`src/rtl/fetch_buffer_if.sv`:
```
// Instruction-memory read port between the fetch stage (master) and memory (slave).
interface fetch_buffer_if;
  logic        imem_ren;
  logic [31:0] imem_addr;
  logic [31:0] imem_rdata;
  logic        imem_busy;

  modport master (output imem_ren, output imem_addr, input imem_rdata, input imem_busy);
  modport slave  (input imem_ren, input imem_addr, output imem_rdata, output imem_busy);
endinterface

```
`src/rtl/fetch_buffer.sv`:
```
// Fetch stage with a DEPTH-entry prefetch queue of {pc, instr, fault}, redirect
// flush with in-flight squash, and in-band misaligned-PC fault entries.
module fetch_buffer #(
  parameter int unsigned DEPTH    = 4,
  parameter logic [31:0] RESET_PC = 32'h8000_0000
) (
  input  logic                       CLK,
  input  logic                       nRST,
  fetch_buffer_if.master             imem,
  input  logic                       redirect,
  input  logic [31:0]                redirect_pc,
  input  logic                       halt,
  input  logic                       pc_en,
  output logic [31:0]                instr,
  output logic [31:0]                instr_pc,
  output logic                       instr_valid,
  output logic                       instr_fault,
  output logic [$clog2(DEPTH+1)-1:0] occupancy
);
  localparam int unsigned PW = $clog2(DEPTH);
  localparam int unsigned CW = $clog2(DEPTH + 1);
  localparam logic [CW-1:0] FULL = CW'(DEPTH);

  typedef enum logic [1:0] {RUN, WAIT, SQUASH, FAULT} state_t;

  state_t        state;
  logic [31:0]   fetch_pc;
  logic [31:0]   squash_addr;
  logic [PW-1:0] head;
  logic [PW-1:0] tail;
  logic [CW-1:0] count;
  logic [31:0]   q_pc    [DEPTH];
  logic [31:0]   q_instr [DEPTH];
  logic          q_fault [DEPTH];

  logic          issue;
  logic          done;
  logic          deq;
  logic          enq_word;
  logic          enq_fault;
  logic          enq;
  logic [CW-1:0] count_next;

  // A misaligned PC in RUN never reaches the bus; that cycle enqueues the fault entry instead.
  assign issue          = (state == RUN) && (fetch_pc[1:0] == 2'b00);
  assign imem.imem_ren  = issue || (state == SQUASH);
  assign imem.imem_addr = (state == SQUASH) ? squash_addr : fetch_pc;

  assign done      = imem.imem_ren && !imem.imem_busy;
  assign deq       = pc_en && (count != '0);
  assign enq_word  = issue && !imem.imem_busy;
  assign enq_fault = (state == RUN) && (fetch_pc[1:0] != 2'b00);
  assign enq       = enq_word || enq_fault;

  always_comb begin
    count_next = count;
    if (enq && !deq)
      count_next = count + 1'b1;
    else if (deq && !enq)
      count_next = count - 1'b1;
  end

  always_ff @(posedge CLK) begin
    if (!nRST) begin
      state       <= WAIT;
      fetch_pc    <= RESET_PC;
      squash_addr <= RESET_PC;
      head        <= '0;
      tail        <= '0;
      count       <= '0;
    end else if (redirect) begin
      head     <= '0;
      tail     <= '0;
      count    <= '0;
      fetch_pc <= redirect_pc;
      if (imem.imem_ren && imem.imem_busy) begin
        // The bus beat must finish at its original address; its data is dropped later.
        state       <= SQUASH;
        squash_addr <= imem.imem_addr;
      end else begin
        state <= halt ? WAIT : RUN;
      end
    end else begin
      if (enq) begin
        q_pc[tail]    <= fetch_pc;
        q_instr[tail] <= enq_word ? imem.imem_rdata : '0;
        q_fault[tail] <= enq_fault;
        tail          <= tail + 1'b1;
      end
      if (deq)
        head <= head + 1'b1;
      count <= count_next;

      case (state)
        RUN: begin
          if (enq_fault) begin
            state <= FAULT;
          end else if (done) begin
            fetch_pc <= fetch_pc + 32'd4;
            if (count_next == FULL || halt)
              state <= WAIT;
          end
        end
        WAIT: begin
          if (count_next < FULL && !halt)
            state <= RUN;
        end
        SQUASH: begin
          if (done)
            state <= WAIT;
        end
        default: state <= state;
      endcase
    end
  end

  assign instr_valid = (count != '0);
  assign instr       = instr_valid ? q_instr[head] : '0;
  assign instr_pc    = instr_valid ? q_pc[head]    : '0;
  assign instr_fault = instr_valid ? q_fault[head] : 1'b0;
  assign occupancy   = count;
endmodule

```
`src/flat_wrapper.sv`:
```
// flat-port wrapper written by rule: the top's interface ports become plain ports
module fetch_buffer_flat 
#(
  parameter int unsigned DEPTH    = 4,
  parameter logic [31:0] RESET_PC = 32'h8000_0000
)
  (CLK, nRST, redirect, redirect_pc, halt, pc_en, instr, instr_pc, instr_valid, instr_fault, occupancy, imem_imem_ren, imem_imem_addr, imem_imem_rdata, imem_imem_busy);
  fetch_buffer_if imem_i ();
  input  logic CLK;
  input  logic nRST;
  input  logic redirect;
  input  logic [31:0] redirect_pc;
  input  logic halt;
  input  logic pc_en;
  output logic [31:0] instr;
  output logic [31:0] instr_pc;
  output logic instr_valid;
  output logic instr_fault;
  output logic [$clog2(DEPTH+1)-1:0] occupancy;
  output wire logic [$bits(imem_i.imem_ren)-1:0] imem_imem_ren;
  output wire logic [$bits(imem_i.imem_addr)-1:0] imem_imem_addr;
  input wire logic [$bits(imem_i.imem_rdata)-1:0] imem_imem_rdata;
  input wire logic [$bits(imem_i.imem_busy)-1:0] imem_imem_busy;
  assign imem_imem_ren = imem_i.imem_ren;
  assign imem_imem_addr = imem_i.imem_addr;
  assign imem_i.imem_rdata = imem_imem_rdata;
  assign imem_i.imem_busy = imem_imem_busy;
  fetch_buffer #(.DEPTH(DEPTH), .RESET_PC(RESET_PC)) u_core (.CLK(CLK), .nRST(nRST), .imem(imem_i), .redirect(redirect), .redirect_pc(redirect_pc), .halt(halt), .pc_en(pc_en), .instr(instr), .instr_pc(instr_pc), .instr_valid(instr_valid), .instr_fault(instr_fault), .occupancy(occupancy));
endmodule
```
`config.mk`:
```
export PLATFORM = sky130hd
export DESIGN_NAME = fetch_buffer_flat
export DESIGN_NICKNAME = d
export VERILOG_FILES = /design/src/rtl/fetch_buffer_if.sv /design/src/rtl/fetch_buffer.sv /design/src/flat_wrapper.sv
export SDC_FILE = /design/constraint.sdc
export NUM_CORES = 1
export LEC_CHECK = 0
export ABC_CLOCK_PERIOD_IN_PS = 4200
export BUFFER_PORTS_ARGS = -buffer_cell sky130_fd_sc_hd__buf_2
export CORE_MARGIN = 2
export CORE_UTILIZATION = 42
export DETAILED_ROUTE_END_ITERATION = 12
export GPL_TIMING_DRIVEN = 0
export HOLD_SLACK_MARGIN = 0.15
export PLACE_DENSITY = 0.69
export SYNTH_ARGS = -nofsm -noshare
export SYNTH_HDL_FRONTEND = slang
export SYNTH_SLANG_ARGS = --single-unit
export TNS_END_PERCENT = 5
```
`constraint.sdc`:
```
create_clock -name CLK -period 4.2 [get_ports CLK]
set_input_delay 0 -clock CLK [delete_from_list [all_inputs] [get_ports CLK]]
set_output_delay 0 -clock CLK [all_outputs]
set_load 0.005 [all_outputs]
```
* Word level (Yosys, flattened, before mapping)
Memories as Yosys holds them, arrays and structs flattened. A register that Yosys moved wholly into a read port is not among the register bits. Cells that the tools add are included.
Word-level totals: register bits after elaboration 73, latch bits 0, RAM bits 260, bits in read-only memories 0, input port bits 70, output and inout bits 102, logic and storage cells 81, memories 3
Cells by class: add/sub/neg operators 5, $mul 0, div/mod/pow operators 0, $lt $le $gt $ge 1, equal/unequal tests 8, shifts and indexed selects 0, multiplexer cells 30, bitwise logic cells 1, reductions and logical operators 27
Memory list:
- u_core.q_instr | depth 4, width 32, read ports 1, clocked after memory_dff 1, write ports 1, line fetch_buffer.sv:33 | logic [31:0] q_instr [DEPTH];
- u_core.q_pc | depth 4, width 32, read ports 1, clocked after memory_dff 1, write ports 1, line fetch_buffer.sv:32 | logic [31:0] q_pc [DEPTH];
- u_core.q_fault | depth 4, width 1, read ports 1, clocked after memory_dff 1, write ports 1, line fetch_buffer.sv:34 | logic q_fault [DEPTH];
Operators with widths (number):
- $mux 32 | 8
- $add 32x3->32 const B | 1
- $mux 2 | 13
- $logic_and 1x1->1 | 9
- $mux 1 | 6
- $mux 3 | 2
- $ne 3x2->1 const B | 2
- $pmux 2 s3 | 1
- $reduce_bool 2->1 | 3
- $reduce_and 5->1 | 1
- $add 2x1->2 const B | 2
- $logic_not 1->1 | 4
- $logic_not 2->1 | 2
- $ne 4x2->1 const B | 1
- $ne 4x3->1 const B | 1
- $reduce_bool 4->1 | 1
- $add 3x1->3 const B | 1
- $eq 3x3->1 const B | 1
- $logic_or 1x1->1 | 3
- $lt 3x3->1 const B | 1
- $reduce_and 3->1 | 1
- $reduce_bool 3->1 | 1
- $sub 3x1->3 const B | 1
- $eq 2x1->1 const B | 1
- other kinds (5) | 5

* Depth between registers and ports, before layout
depth in word-level cells 15, gate-level depth with buffers 9, mapped depth without buffers 9

* Least setup slack after synthesis
No wires, ideal clock.
path type reg-to-reg, start register u_core.state[0], end memory u_core.q_fault[0], enable pin, setup time 430 ps, arrival 2724 ps, required time 3770 ps, setup slack 1046 ps, stages on the path, launching flop included 6, path buffers 0, clock period less this slack 3154 ps, cell sequence dfxtp_1 > inv_1 > ha_1 > inv_1 > nor2_1 > and3_1
Between the ends: word-level cells in the longest chain between the ends 8, elaborated cells between the ends (all ways) 9, those cells by class 4 x mux; 5 x reduce/logical
Ends and longest elaborated chain:
- start: declaration | line fetch_buffer.sv:26 | state_t state;
- start signal: assignment | line fetch_buffer.sv:81 | state <= halt ? WAIT : RUN;
- start signal: assignment | line fetch_buffer.sv:112 | default: state <= state;
- $logic_not 2->1 (*) | line fetch_buffer.sv:45, fetch_buffer.sv:52
- $logic_and 1x1->1 | line fetch_buffer.sv:45 | assign issue = (state == RUN) && (fetch_pc[1:0] == 2'b00);
- $logic_and 1x1->1 | line fetch_buffer.sv:51 | assign enq_word = issue && !imem.imem_busy;
- $logic_or 1x1->1 (*) | line fetch_buffer.sv:53 | assign enq = enq_word || enq_fault;
- $mux 1 (*) | line fetch_buffer.sv:84 | if (enq) begin
- $mux 1 (*) | line fetch_buffer.sv:71 | end else if (redirect) begin
- $mux 1 (*) | line fetch_buffer.sv:64 | if (!nRST) begin
- $mux 1 (implied by the code) (*) | line fetch_buffer.sv:87 | q_fault[tail] <= enq_fault;
- end: declaration | line fetch_buffer.sv:34
Mark *: on every way between the ends. The rest lies on a longest branch, timed or not.

* Worst setup path in the final report
start register u_core.count[0], in the netlist u_core.occupancy[0], end output instr_pc[29]
Between the ends: word-level cells in the longest chain between the ends 2
Ends and longest elaborated chain:
- start: declaration | line fetch_buffer.sv:31 | logic [CW-1:0] count;
- start signal: assignment | line fetch_buffer.sv:92 | count <= count_next;
- $reduce_bool 3->1 | line fetch_buffer.sv:117 | assign instr_valid = (count != '0);
- $mux 32 | line fetch_buffer.sv:119 | assign instr_pc = instr_valid ? q_pc[head] : '0;
- end: declaration | line flat_wrapper.sv:16 | output logic [31:0] instr_pc;
Every way passes these cells.

==> results.yml <==
status:
  status: "complete, no violations"
synth:
  postSynthAreaPerCell_um2: 15.80
  synth_seq_area_share: 0.6673
  syn_area_mm2: 0.01395
  async_flop_share: 0
  synthesis.nets: 965
  synth_enable_flop_cells: 260
  synth_top_area_cell: "edfxtp_1"
  ys_warn_count: 0
  synth_cell_types: 48
  synth_top_area_frac: 0.5597
  synth_flop_cell: "edfxtp_1"
  syn_inst: 883
  synthTopCellsByArea: "edfxtp_1 (56%), dfxtp_1 (11%), mux4_2 (10%)"
  synth-seq-cells: 335
setup_path:
  cp_data_arrival_time_ns: 3.03
  worst-path-max-fanout: 10
  path_class: "reg -> out"
  critPathLaunchType: "flop"
  reg2reg_slack_ns: 1.31
  worst_ep_required_time_ns: 4.20
  end_kind: "output pin"
pwr:
  p_per_area_mw_per_mm2: 441.9
  power.leakage_nw: 6.357
  vdd_drop_max_v: 0.0003044
timing:
  slew_viol_final: 0
  setup_viol: 0
  fmax_mhz: 330.6
  whs_ns: 0.1745
  tns_ns: 0
  tightest_slew_ns: 0.8134
  setup_slack_ns: 1.175
  slew_headroom: 0.4577
  fin_crit_sh: 0.7202
  period_minus_slack_ns: 3.025
  rsz0062_at_grt: "no"
  fin_skew_ns: 0.01762
  hold_viol_final: 0
routing:
  wl_per_cell_um: 18.91
  routed_via_density: 5.082
  drt_iter0_markers: 454
  wl_um: 30990
  ant_nets: 0
  drc: 0
  vias: 8329
  drt-pass1-iter-count: 5
cts:
  clkLatencyLatePin_ns: 0.51
  clock-sinks: 335
  cts_buffers: 36
  cts_root_buffer: "clkbuf_16"
  clk_pin_slew_ns: 0.06
  ctsHtreeMaxLevel: 2
  clock_path_buffers: 3
  tritoncts: "done"
grt:
  grt_pass1_vias: 8438
  grt_max_degree: 53
  globalRouteTotalUtil: 0.1810
  grt_pass1_wl_um: 47300
  antenna_found_initial: 0
  grt_overflow: 0
die:
  core_area_mm2: 0.03262
  row_count: 66
  fp.dieW_um: 186.2
  die_h_um: 186.2
  initial_core_util: 0.4277
  io_pins: 172
  dieArea_mm2: 0.03469
final_layout:
  finish.utilization: 0.5371
  drive_above_1_share: 0.2865
  final_cells: 1639
  n_antenna_cell: 0
  n_fill_cell: 2680
  area_growth_pct: 25.59
  nets: 1253
placed_design:
  pre_cts_slack_ns: 1.484
  place_congestion: 0.8234
  dp_hpwl_um: 20240
  io_buffers: 170
  place_inst: 1499
worst_hold_path:
  hold_path.class: "in -> reg"
job:
  maxCapViolCount: 0
state kept, by name, summed over array words and instances, names as in the netlist, named ones only:
register / cells
u_core.q_fault: 4
u_core.q_instr: 128
u_core.occupancy: 3
u_core.tail: 2
u_core.squash_addr: 32
u_core.fetch_pc: 32
u_core.q_pc: 128
u_core.state: 2
u_core.head: 2
cells in the mapped netlist (14+ instances only):
cell,n
a21oi_1,21
and2_1,99
clkbuf_1,36
dfxtp_1,75
edfxtp_1,260
inv_1,14
mux2_2,28
mux2i_1,42
mux4_2,65
nand2_1,31
nor2_1,66
o21ai_0,15
xnor2_1,21
layout by cell type (no fill, tap or decap), types with 6 or more instances in the layout:
| cell | count |
|---|---|
| nand4_1 | 8 |
| buf_2 | 179 |
| ha_1 | 12 |
| mux2i_1 | 42 |
| dlygate4sd3_1 | 76 |
| a21oi_1 | 21 |
| a211oi_1 | 6 |
| bufinv_16 | 9 |
| clkbuf_1 | 44 |
| nand3_1 | 8 |
| xnor2_1 | 21 |
| edfxtp_1 | 260 |
| mux4_2 | 65 |
| nand2_1 | 31 |
| xor2_1 | 12 |
| clkinv_1 | 6 |
| o21ai_0 | 15 |
| mux2_2 | 28 |
| clkbuf_16 | 37 |
| dfxtp_1 | 75 |
| nor2_1 | 66 |
| inv_1 | 14 |
| and2_1 | 99 |
through the flow:
stage	area, um^2	total power, mW
after floorplan	13950	4.078
after global routing	17520	8.016
after global placement	15350	4.325
final	17520	7.742
after detailed placement	15470	4.339
after CTS	17520	7.821
kinds of logic (layout without fill, tap and decap cells):
logic type      Yosys count  in the layout  share of synthesized area
flops                   335            335                     0.6673
compound gates           58             58                    0.02718
buf+inv                  60            374                    0.01695
simple gates            249            249                    0.09830
xor+xnor                 33             33                    0.02072
fa+ha+maj                12             12                    0.01076
mux                     136            136                     0.1588
layout make-up:
type	count	area (um^2)	share of cell area
well taps	442	553.0	0.03157
multi-input cells	488	4424	0.2525
repair buffers	250	1707	0.09741
clock inverters	18	320.3	0.01828
clock buffers	46	969.7	0.05535
plain buffers	45	180.2	0.01028
flip-flops and latches	335	9309	0.5314
inverters	15	56.30	0.003214
final timing paths:
kind	startpoint	end	cells after the start
max	u_core.occupancy[0]	instr_pc[29]	8
min	imem_imem_busy	u_core.fetch_pc[5]	7
max reg2reg	u_core.occupancy[0]	u_core.state[1]	10
min reg2reg	u_core.squash_addr[31]	u_core.squash_addr[31]	2
worst max-delay path: stages, from the launching register on:
cell	delay [ns]
dfxtp_1	0.39
inv_1	0.11
ha_1	0.21
nor2b_1	0.17
inv_1	0.25
clkbuf_1	0.58
clkbuf_1	0.44
and2_1	0.24
buf_2	0.12
timing repair:
| item | 4_1_cts | 5_1_grt |
|---|---|---|
| endpoints found under the hold margin | 167 | 0 |
| setup buffers | 0 | 0 |
| setup endpoints to repair | 0 | 0 |
| resized for setup | 0 | 0 |
| hold buffers | 76 | 0 |
where the power goes:
group	switching [mW]	internal (mW)
clock network	1.24	2.19
registers	0.0648	3.63
logic	0.326	0.300
metal layers:
layer	global-route usage	part of all wire	vias up
met4	0.04472	0.015	0
met1	0.2436	0.44	4128
met2	0.3086	0.48	245
met5	0	0	-
li1	-	-	3917
met3	0.02979	0.058	39
(Power assumes the default switching activity.)
